**config.mk**
```make
export PLATFORM = sky130hd
export DESIGN_NAME = gpr_exec_unit
export DESIGN_NICKNAME = d
export VERILOG_FILES = /design/src/rtl/gpr_exec_unit.sv
export SDC_FILE = /design/constraint.sdc
export NUM_CORES = 2
export LEC_CHECK = 0
export BUFFER_PORTS_ARGS = -buffer_cell sky130_fd_sc_hd__buf_2
export CAP_MARGIN = 5
export CORE_AREA = 2 2 403 405
export CTS_BUF_LIST = sky130_fd_sc_hd__clkbuf_8
export CTS_CLUSTER_SIZE = 30
export DETAILED_ROUTE_END_ITERATION = 10
export DIE_AREA = 0 0 405 407
export SLEW_MARGIN = 20
export SYNTH_ARGS = -nofsm -noshare
export SYNTH_HDL_FRONTEND = slang
export SYNTH_SLANG_ARGS = --single-unit
```
**constraint.sdc**
```tcl
create_clock -name clk -period 11.64 [get_ports clk]
set_clock_uncertainty 0.1 [all_clocks]
set_input_delay 0 -clock clk [delete_from_list [all_inputs] [get_ports clk]]
set_output_delay 0 -clock clk [all_outputs]
set_load 0.05 [all_outputs]
```
**src/rtl/gpr_exec_unit.sv**
```systemverilog
// GPR file + SGPR execute unit; mul is an iterative shift-add engine.
// Define EXEC_FLAGS_EN to build the {Z,N,C,V} flags register.
module gpr_exec_unit #(
  parameter  int DATA_W   = 16,
  parameter  int NUM_REGS = 32,
  localparam int RA_W     = $clog2(NUM_REGS)
) (
  input  logic              clk,
  input  logic              rst_n,
  input  logic              in_valid,
  output logic              in_ready,
  input  logic [31:0]       instr,
  output logic              done,
  output logic              err,
  input  logic [RA_W-1:0]   dbg_addr,
  output logic [DATA_W-1:0] dbg_data,
  output logic [DATA_W-1:0] sgpr,
  output logic [3:0]        flags
);

  localparam int CW = $clog2(DATA_W);
  localparam logic [CW-1:0] LAST = CW'(DATA_W - 1);

  localparam logic [4:0] OP_MOVS = 5'd0;
  localparam logic [4:0] OP_MOV  = 5'd1;
  localparam logic [4:0] OP_ADD  = 5'd2;
  localparam logic [4:0] OP_SUB  = 5'd3;
  localparam logic [4:0] OP_MUL  = 5'd4;

  typedef enum logic {IDLE, MUL} state_e;
  state_e state_q, state_d;

  logic [DATA_W-1:0]   gpr_q [NUM_REGS];
  logic [DATA_W-1:0]   sgpr_q;
  logic [DATA_W-1:0]   a_q, b_q;
  logic [2*DATA_W-1:0] acc_q, prod;
  logic [CW-1:0]       cnt_q;
  logic [RA_W-1:0]     rd_q;
  logic                done_q, err_q;

  logic [4:0]        op;
  logic [RA_W-1:0]   rd, rs1, rs2;
  logic              mode;
  logic [DATA_W-1:0] imm, opa, opb, res;
  logic              accept, legal, is_mul, mul_last;

  always_comb begin
    op   = instr[31:27];
    rd   = instr[22 +: RA_W];
    rs1  = instr[17 +: RA_W];
    rs2  = instr[11 +: RA_W];
    mode = instr[16];
    imm  = DATA_W'(instr[15:0]);
    opa  = gpr_q[rs1];
    opb  = mode ? imm : gpr_q[rs2];
    legal  = (op <= OP_MUL);
    is_mul = (op == OP_MUL);
    res = '0;
    unique case (1'b1)
      op == OP_MOVS: res = sgpr_q;
      op == OP_MOV:  res = opb;
      op == OP_ADD:  res = opa + opb;
      op == OP_SUB:  res = opa - opb;
      default:       res = '0;
    endcase
  end

  // Partial product for the bit selected this cycle
  always_comb begin
    prod = acc_q;
    if (b_q[cnt_q])
      prod = acc_q + ({{DATA_W{1'b0}}, a_q} << cnt_q);
  end

  always_comb begin
    in_ready = (state_q == IDLE);
    accept   = in_valid && in_ready;
    mul_last = (state_q == MUL) && (cnt_q == LAST);
  end

  always_ff @(posedge clk or negedge rst_n) begin
    if (!rst_n) state_q <= IDLE;
    else        state_q <= state_d;
  end

  always_comb begin
    state_d = state_q;
    unique case (state_q)
      IDLE: if (accept && is_mul) state_d = MUL;
      MUL:  if (cnt_q == LAST)    state_d = IDLE;
      default: state_d = IDLE;
    endcase
  end

  always_ff @(posedge clk or negedge rst_n) begin
    if (!rst_n) begin
      for (int i = 0; i < NUM_REGS; i++)
        gpr_q[i] <= '0;
      sgpr_q <= '0;
      a_q    <= '0;
      b_q    <= '0;
      acc_q  <= '0;
      cnt_q  <= '0;
      rd_q   <= '0;
      done_q <= 1'b0;
      err_q  <= 1'b0;
    end else begin
      done_q <= 1'b0;
      err_q  <= 1'b0;
      if (accept) begin
        done_q <= !is_mul;
        err_q  <= !legal;
        if (is_mul) begin
          a_q   <= opa;
          b_q   <= opb;
          acc_q <= '0;
          cnt_q <= '0;
          rd_q  <= rd;
        end else if (legal) begin
          gpr_q[rd] <= res;
        end
      end
      if (state_q == MUL) begin
        acc_q <= prod;
        cnt_q <= cnt_q + CW'(1);
        if (mul_last) begin
          gpr_q[rd_q] <= prod[DATA_W-1:0];
          sgpr_q      <= prod[2*DATA_W-1:DATA_W];
          cnt_q       <= '0;
          done_q      <= 1'b1;
        end
      end
    end
  end

`ifdef EXEC_FLAGS_EN
  logic [3:0]      flags_q;
  logic [DATA_W:0] add_w;
  logic [DATA_W-1:0] sub_w;
  logic            sa, sb;

  always_comb begin
    add_w = {1'b0, opa} + {1'b0, opb};
    sub_w = opa - opb;
    sa    = opa[DATA_W-1];
    sb    = opb[DATA_W-1];
  end

  always_ff @(posedge clk or negedge rst_n) begin
    if (!rst_n) begin
      flags_q <= 4'b0000;
    end else if (accept && op == OP_ADD) begin
      flags_q <= {add_w[DATA_W-1:0] == '0, add_w[DATA_W-1],
                  add_w[DATA_W],
                  (sa == sb) && (add_w[DATA_W-1] != sa)};
    end else if (accept && op == OP_SUB) begin
      flags_q <= {sub_w == '0, sub_w[DATA_W-1], opa < opb,
                  (sa != sb) && (sub_w[DATA_W-1] != sa)};
    end else if (mul_last) begin
      flags_q <= {prod == '0, prod[DATA_W-1],
                  |prod[2*DATA_W-1:DATA_W], 1'b0};
    end
  end

  assign flags = flags_q;
`else
  assign flags = 4'b0000;
`endif

  assign done     = done_q;
  assign err      = err_q;
  assign sgpr     = sgpr_q;
  assign dbg_data = gpr_q[dbg_addr];

endmodule

```
Word-level counts from Yosys, hierarchy flattened --
Index checks and enable logic that the tools add are counted.
Operators by class: $add $sub $neg 4, magnitude comparators 9, equal/unequal tests 5, shift-type cells 1, mux-type cells 39, bitwise gates (word level) 6, reductions and logical operators 13
Operator list (number):
- $mux W512 | 5
- $bwmux W512 | 2
- $bmux W16 S5 | 3
- $demux W16 S5 | 2
- $mux W16 | 9
- $mux W32 | 4
- $pmux W16 S4 | 1
- $add A32 B32 Y32 | 1
- $shl A16 B4 Y32 | 1
- $ge A6 B6 Y1 const B | 5
- $not A5 Y6 | 5
- $add A16 B16 Y16 | 1
- $mux W4 | 4
- $sub A16 B16 Y16 | 1
- $lt A6 B1 Y1 const B | 2
- $eq A5 B2 Y1 const B | 2
- $mux W1 | 7
- $reduce_and A2 Y1 | 3
- $eq A5 B1 Y1 const B | 1
- $eq A5 B3 Y1 const B | 1
- $le A5 B3 Y1 const B | 1
- $logic_and A1 B1 Y1 | 5
- $logic_not A5 Y1 | 1
- $lt A4 B5 Y1 const B | 1
- other kinds (7) | 9
Storage, ports and cells: flip-flop bits (word level) 604, input port bits 40, output and inout port bits 39, logic and storage cells 118

Longest topological paths before layout --
depth after elaboration 14, depth in mapped cells 26, depth with buffers taken out 20

Worst setup path after synthesis --
No wires, ideal clock.
kind in2reg, start point input port instr[17], end point register gpr_q[511] in the netlist's numbering, setup time 0.134 ns, arrival 5.343 ns, required time 11.406 ns, path slack 6.063 ns, stages 20, buffers on the path 4, cells stage by stage buf_1 > clkbuf_1 > buf_1 > mux4_2 > mux4_2 > mux2i_1 > inv_1 > ha_1 > nor2b_1 > o21a_1 > o21ai_0 > o211ai_1 > a311o_1 > a211o_1 > a2111o_1 > mux2i_1 > nor3_4 > buf_6 > mux2i_1 > o21ai_1
Between the ends: word-level cells in the longest chain between the ends 13, elaborated cells between the ends (all ways) 14, those cells by class add/sub: 2; mux: 11; bitwise: 1
Ends and longest elaborated chain:
- from (decl) | RTL line 12 | input logic [31:0] instr,
- $not A5 Y6 (not written as such) * | RTL line 54 | opa = gpr_q[rs1];
- $bmux W16 S5 * | RTL line 54
- $mux W16 (not written as such) * (2 in a row) | RTL line 54
- named net opa[1] | RTL line 44 | logic [DATA_W-1:0] imm, opa, opb, res;
- $sub A16 B16 Y16 or $add A16 B16 Y16 (tied branches) | RTL line 63, 62
- $pmux W16 S4 * | RTL line 59 | unique case (1'b1)
- $bwmux W512 * | RTL line 120 | gpr_q[rd] <= res;
- $mux W512 * | RTL line 119 | end else if (legal) begin
- $mux W512 * | RTL line 113 | if (is_mul) begin
- $mux W512 * | RTL line 110 | if (accept) begin
- $bwmux W512 | RTL line 127 | gpr_q[rd_q] <= prod[DATA_W-1:0];
- $mux W512 | RTL line 126 | if (mul_last) begin
- $mux W512 * | RTL line 123 | if (state_q == MUL) begin
- to (signal, indexed assignment) | RTL line 120
- to (signal, indexed assignment) | RTL line 127
- to (decl) | RTL line 33 | logic [DATA_W-1:0] gpr_q [NUM_REGS];
The timed path passes the listed nets; every way through them passes the cells marked *. The select of a mux whose other input is x is not followed. A chain may end at the register's enable or synchronous reset.

Worst setup path in the final report --
start point input port instr[13], end point register gpr_q[479] in the netlist's numbering
Between the ends: word-level cells in the longest chain between the ends 14, elaborated cells between the ends (all ways) 15, those cells by class add/sub: 2; mux: 12; bitwise: 1
Ends and longest elaborated chain:
- $not A5 Y6 (not written as such) | RTL line 55 | opb = mode ? imm : gpr_q[rs2];
- $bmux W16 S5 | RTL line 55
- $mux W16 (not written as such) (2 in a row) | RTL line 55
- $mux W16 * | RTL line 55
- $sub A16 B16 Y16 or $add A16 B16 Y16 (tied branches) | RTL line 63, 62
- $pmux W16 S4 * | RTL line 59
- $bwmux W512 * | RTL line 120
- $mux W512 * | RTL line 119
- $mux W512 * | RTL line 113
- $mux W512 * | RTL line 110
- $bwmux W512 | RTL line 127
- $mux W512 | RTL line 126
- $mux W512 * | RTL line 123
Every way passes the cells marked *; elsewhere a longest branch is shown, timed or not. The select of a mux whose other input is x is not followed.

==> impl_metrics.ini <==
[sta]
min_period_ns = 6.506
final.setup.tns_ns = 0
slew_violations = 0
max_freq_mhz = 153.7
hold_violations = 0
finalSetupViolCount = 0
slew_headroom_pct = 16.62
fin_crit_sh_pct = 55.90
tightestPinTransition_ns = 1.246
rsz0062_at_grt = false

[clocking]
cts_sinks = 604
cts_inserted_buffers = 103
clk_latency_ns = 0.86
cts.htree.levels = 3
cts_resized = 0
cts_tree = done
clockBufferDepth = 3
root_buffer = clkbuf_8
clk_pin_slew_worst_paths_ns = 0.07

[grt]
antenna_found_initial = 11
grt_pass1_wl_um = 261100
first_global_vias = 36258
use_met1_pct = 28.42
gr-total-overflow = 0
gr-usage-met3_pct = 10.50
grt_use_met2_pct = 29.77
grt_usage_pct = 21.71
grt-busiest-layer = met2
grt_max_degree = 180

[setup_path]
worstPathRequired_ns = 12.26
rr_startpoint = gpr_q[214]
timing.rr.end = gpr_q[479]
r2r_cells = 19
cp-end-kind = register
worstSetupStartpointType = input port
reg2reg_slack_ns = 5.25
cp_max_fo = 32
worst-setup-path-type = input port to register
arrival_ns = 7.13

[pwr]
p_switching_mw = 3.419
p_per_area_mw_per_mm2 = 163.3
combPwrFrac_pct = 40.7
swShare_pct = 43.41
power.internal_mw = 4.457
power_frac_seq_pct = 33.2
ir_drop_v = 0.0002052
p_leak_nw = 18.41
pwr-share-clk_pct = 26.0

[yosys]
synthFlopType = dfrtp_1
ys_ff_latch = 604
synth.distinct_cells = 71
async_reset_ff_share_pct = 100.0
synth_simple_gate_area_share_pct = 11.36
syn_area_mm2 = 0.04311
synth-xor-area-share_pct = 1.036
synth_cells = 4347
synth-compound-area-share_pct = 16.79
postSynthAreaPerCell_um2 = 9.917
synth_top_family_by_area = multiplexers
synthAdderAreaFrac_pct = 1.515
muxShareOfSynthArea_pct = 29.88
yosys_warnings = 0
synth_edf_count = 0
yosysSeqAreaShare_pct = 35.06

[hold_path]
worstHoldEndpoint = rd_q[0]
hold_path_class = input port to register
whs_path_depth = 3
min-delay-start = instr[22]

[layout]
final_cell_count_no_fill = 6497
drive_above_1_share_pct = 21.24
final_nets = 4338
area_growth_pct = 11.86
final_cell_mix = 607 x nand2_1, 604 x dfrtp_1, 544 x o21ai_0
layout_commonest_cell = nand2_1

[drt]
totalWireLength_um = 181900
ant_nets = 0
drc = 0
drt_iter0_drc = 5398
first_pass_iters = 7
routedWlPerCell_um = 28.00
vias = 38239
viasPerCell = 5.886

[outcome]
status = complete, no violations

[floorplanning]
die_w_um = 405
start_util_pct = 26.91
core_mm2 = 0.1602
die_h_um = 407
io_pins = 79
row_count = 147
die-area_mm2 = 0.1648

[job]
cap_violations = 0

[placed_design]
io_buffer_count = 74
place_congestion = 0.9602
dp.cells = 6276
dpl.hpwl_um = 116300
==> how the worst max path moves through the flow <==
stage | startpoint | to | slack [ns]
finish | instr[13] | gpr_q[479] | 5.13
global route | instr[11] | gpr_q[479] | 4.95
CTS | instr[11] | gpr_q[479] | 5.31
detailed placement | instr[11] | gpr_q[479] | 4.44
global placement | instr[13] | gpr_q[479] | 4.33
floorplan | instr[17] | gpr_q[511] | 6.06
==> cell usage after synthesis (36+ instances only) <==
master	count	share of area [%]
nand2_1	609	5.3
dfrtp_1	604	35
o21ai_0	545	6.3
mux4_2	426	22
nor2_1	360	3.1
a21oi_1	333	3.9
clkbuf_1	325	2.8
mux2i_1	252	5.9
a211oi_1	85	1.5
mux2_2	68	1.8
a31oi_1	62	0.90
ha_1	49	1.4
nor3_1	48	0.56
nand3_1	43	0.50
a22oi_1	40	0.70
buf_1	40	0.35
o21ai_1	37	0.43
o21a_1	36	0.63
==> stage by stage <==
stage | setup WS [ns] | utilization (%) | hold WS (ns) | instance area (um^2) | total power [mW]
floorplan | 6.063 | - | -0.3956 | 43120 | 4.631
finish | 5.134 | 30.10 | 0.08014 | 48220 | 7.877
global route | 4.947 | 30.09 | 0.04603 | 48210 | 8.189
global placement | 4.333 | 28.48 | -0.03442 | 45620 | 5.660
detailed placement | 4.439 | 28.58 | -0.02541 | 45780 | 5.714
CTS | 5.314 | 30.07 | 0.01861 | 48170 | 7.770
==> repair_timing <==
item | CTS | global route
hold buffers | 25 | 0
buffers inserted | 0 | 0
hold endpoints to repair | 225 | 0
==> metal layers <==
metal | wire, um | up-vias
met5 | 12 | -
met4 | 9662 | 2
met3 | 29760 | 514
met2 | 72730 | 2754
met1 | 69750 | 18980
li1 | - | 15989
==> power groups by stage <==
stage	clock [mW]	combinational, mW	sequential (mW)
after floorplan	0	2.06	2.58
final	2.05	3.21	2.62
after global routing	2.16	3.38	2.65
after detailed placement	0	3.07	2.64
after CTS	2.07	3.10	2.61
after global placement	0	3.03	2.63
==> sequential cells by signal (all words and copies together) (netlist names) <==
signal,count
acc_q,32
state_q,1
rd_q,5
a_q,16
sgpr,16
done,1
gpr_q,512
err,1
b_q,16
cnt_q,4
==> worst max-delay path, stage by stage <==
cell	delay, ns
buf_2	0.81
buf_4	0.64
mux4_2	0.39
a22o_1	0.24
o21ai_0	0.54
and4_1	0.46
ha_1	0.24
nand2_1	0.05
or2_2	0.30
nor2_1	0.20
a21oi_1	0.12
xor2_1	0.17
ha_1	0.35
o21ai_0	0.32
nor2_1	0.09
a311o_1	0.37
a211o_1	0.39
a2111o_1	0.40
mux2i_1	0.23
nor3_4	0.10
buf_4	0.28
a221o_1	0.36
==> kinds of logic (layout without fill, tap and decap cells) <==
kind of cell / Yosys count / count (layout)
AO/OA/AOI/OAI: 1266 / 1266
AND/OR/NAND/NOR: 1179 / 1179
multiplexers: 746 / 746
flip-flops: 604 / 604
buffers and inverters: 449 / 426
adder cells (fa/ha/maj): 51 / 51
XOR/XNOR: 51 / 51
other: 1 / 14
==> final cells by class <==
class                   count  area (um^2)
flip-flops and latches    604        15110
well taps                2160         2703
inverters                  22        82.58
repair buffers            219         1754
clock buffers             132         1817
fillers                 16444       112000
diodes                     10        25.02
multi-input cells        3297        26430
clock inverters            53        301.5
Power figures use the tool's default switching activity.
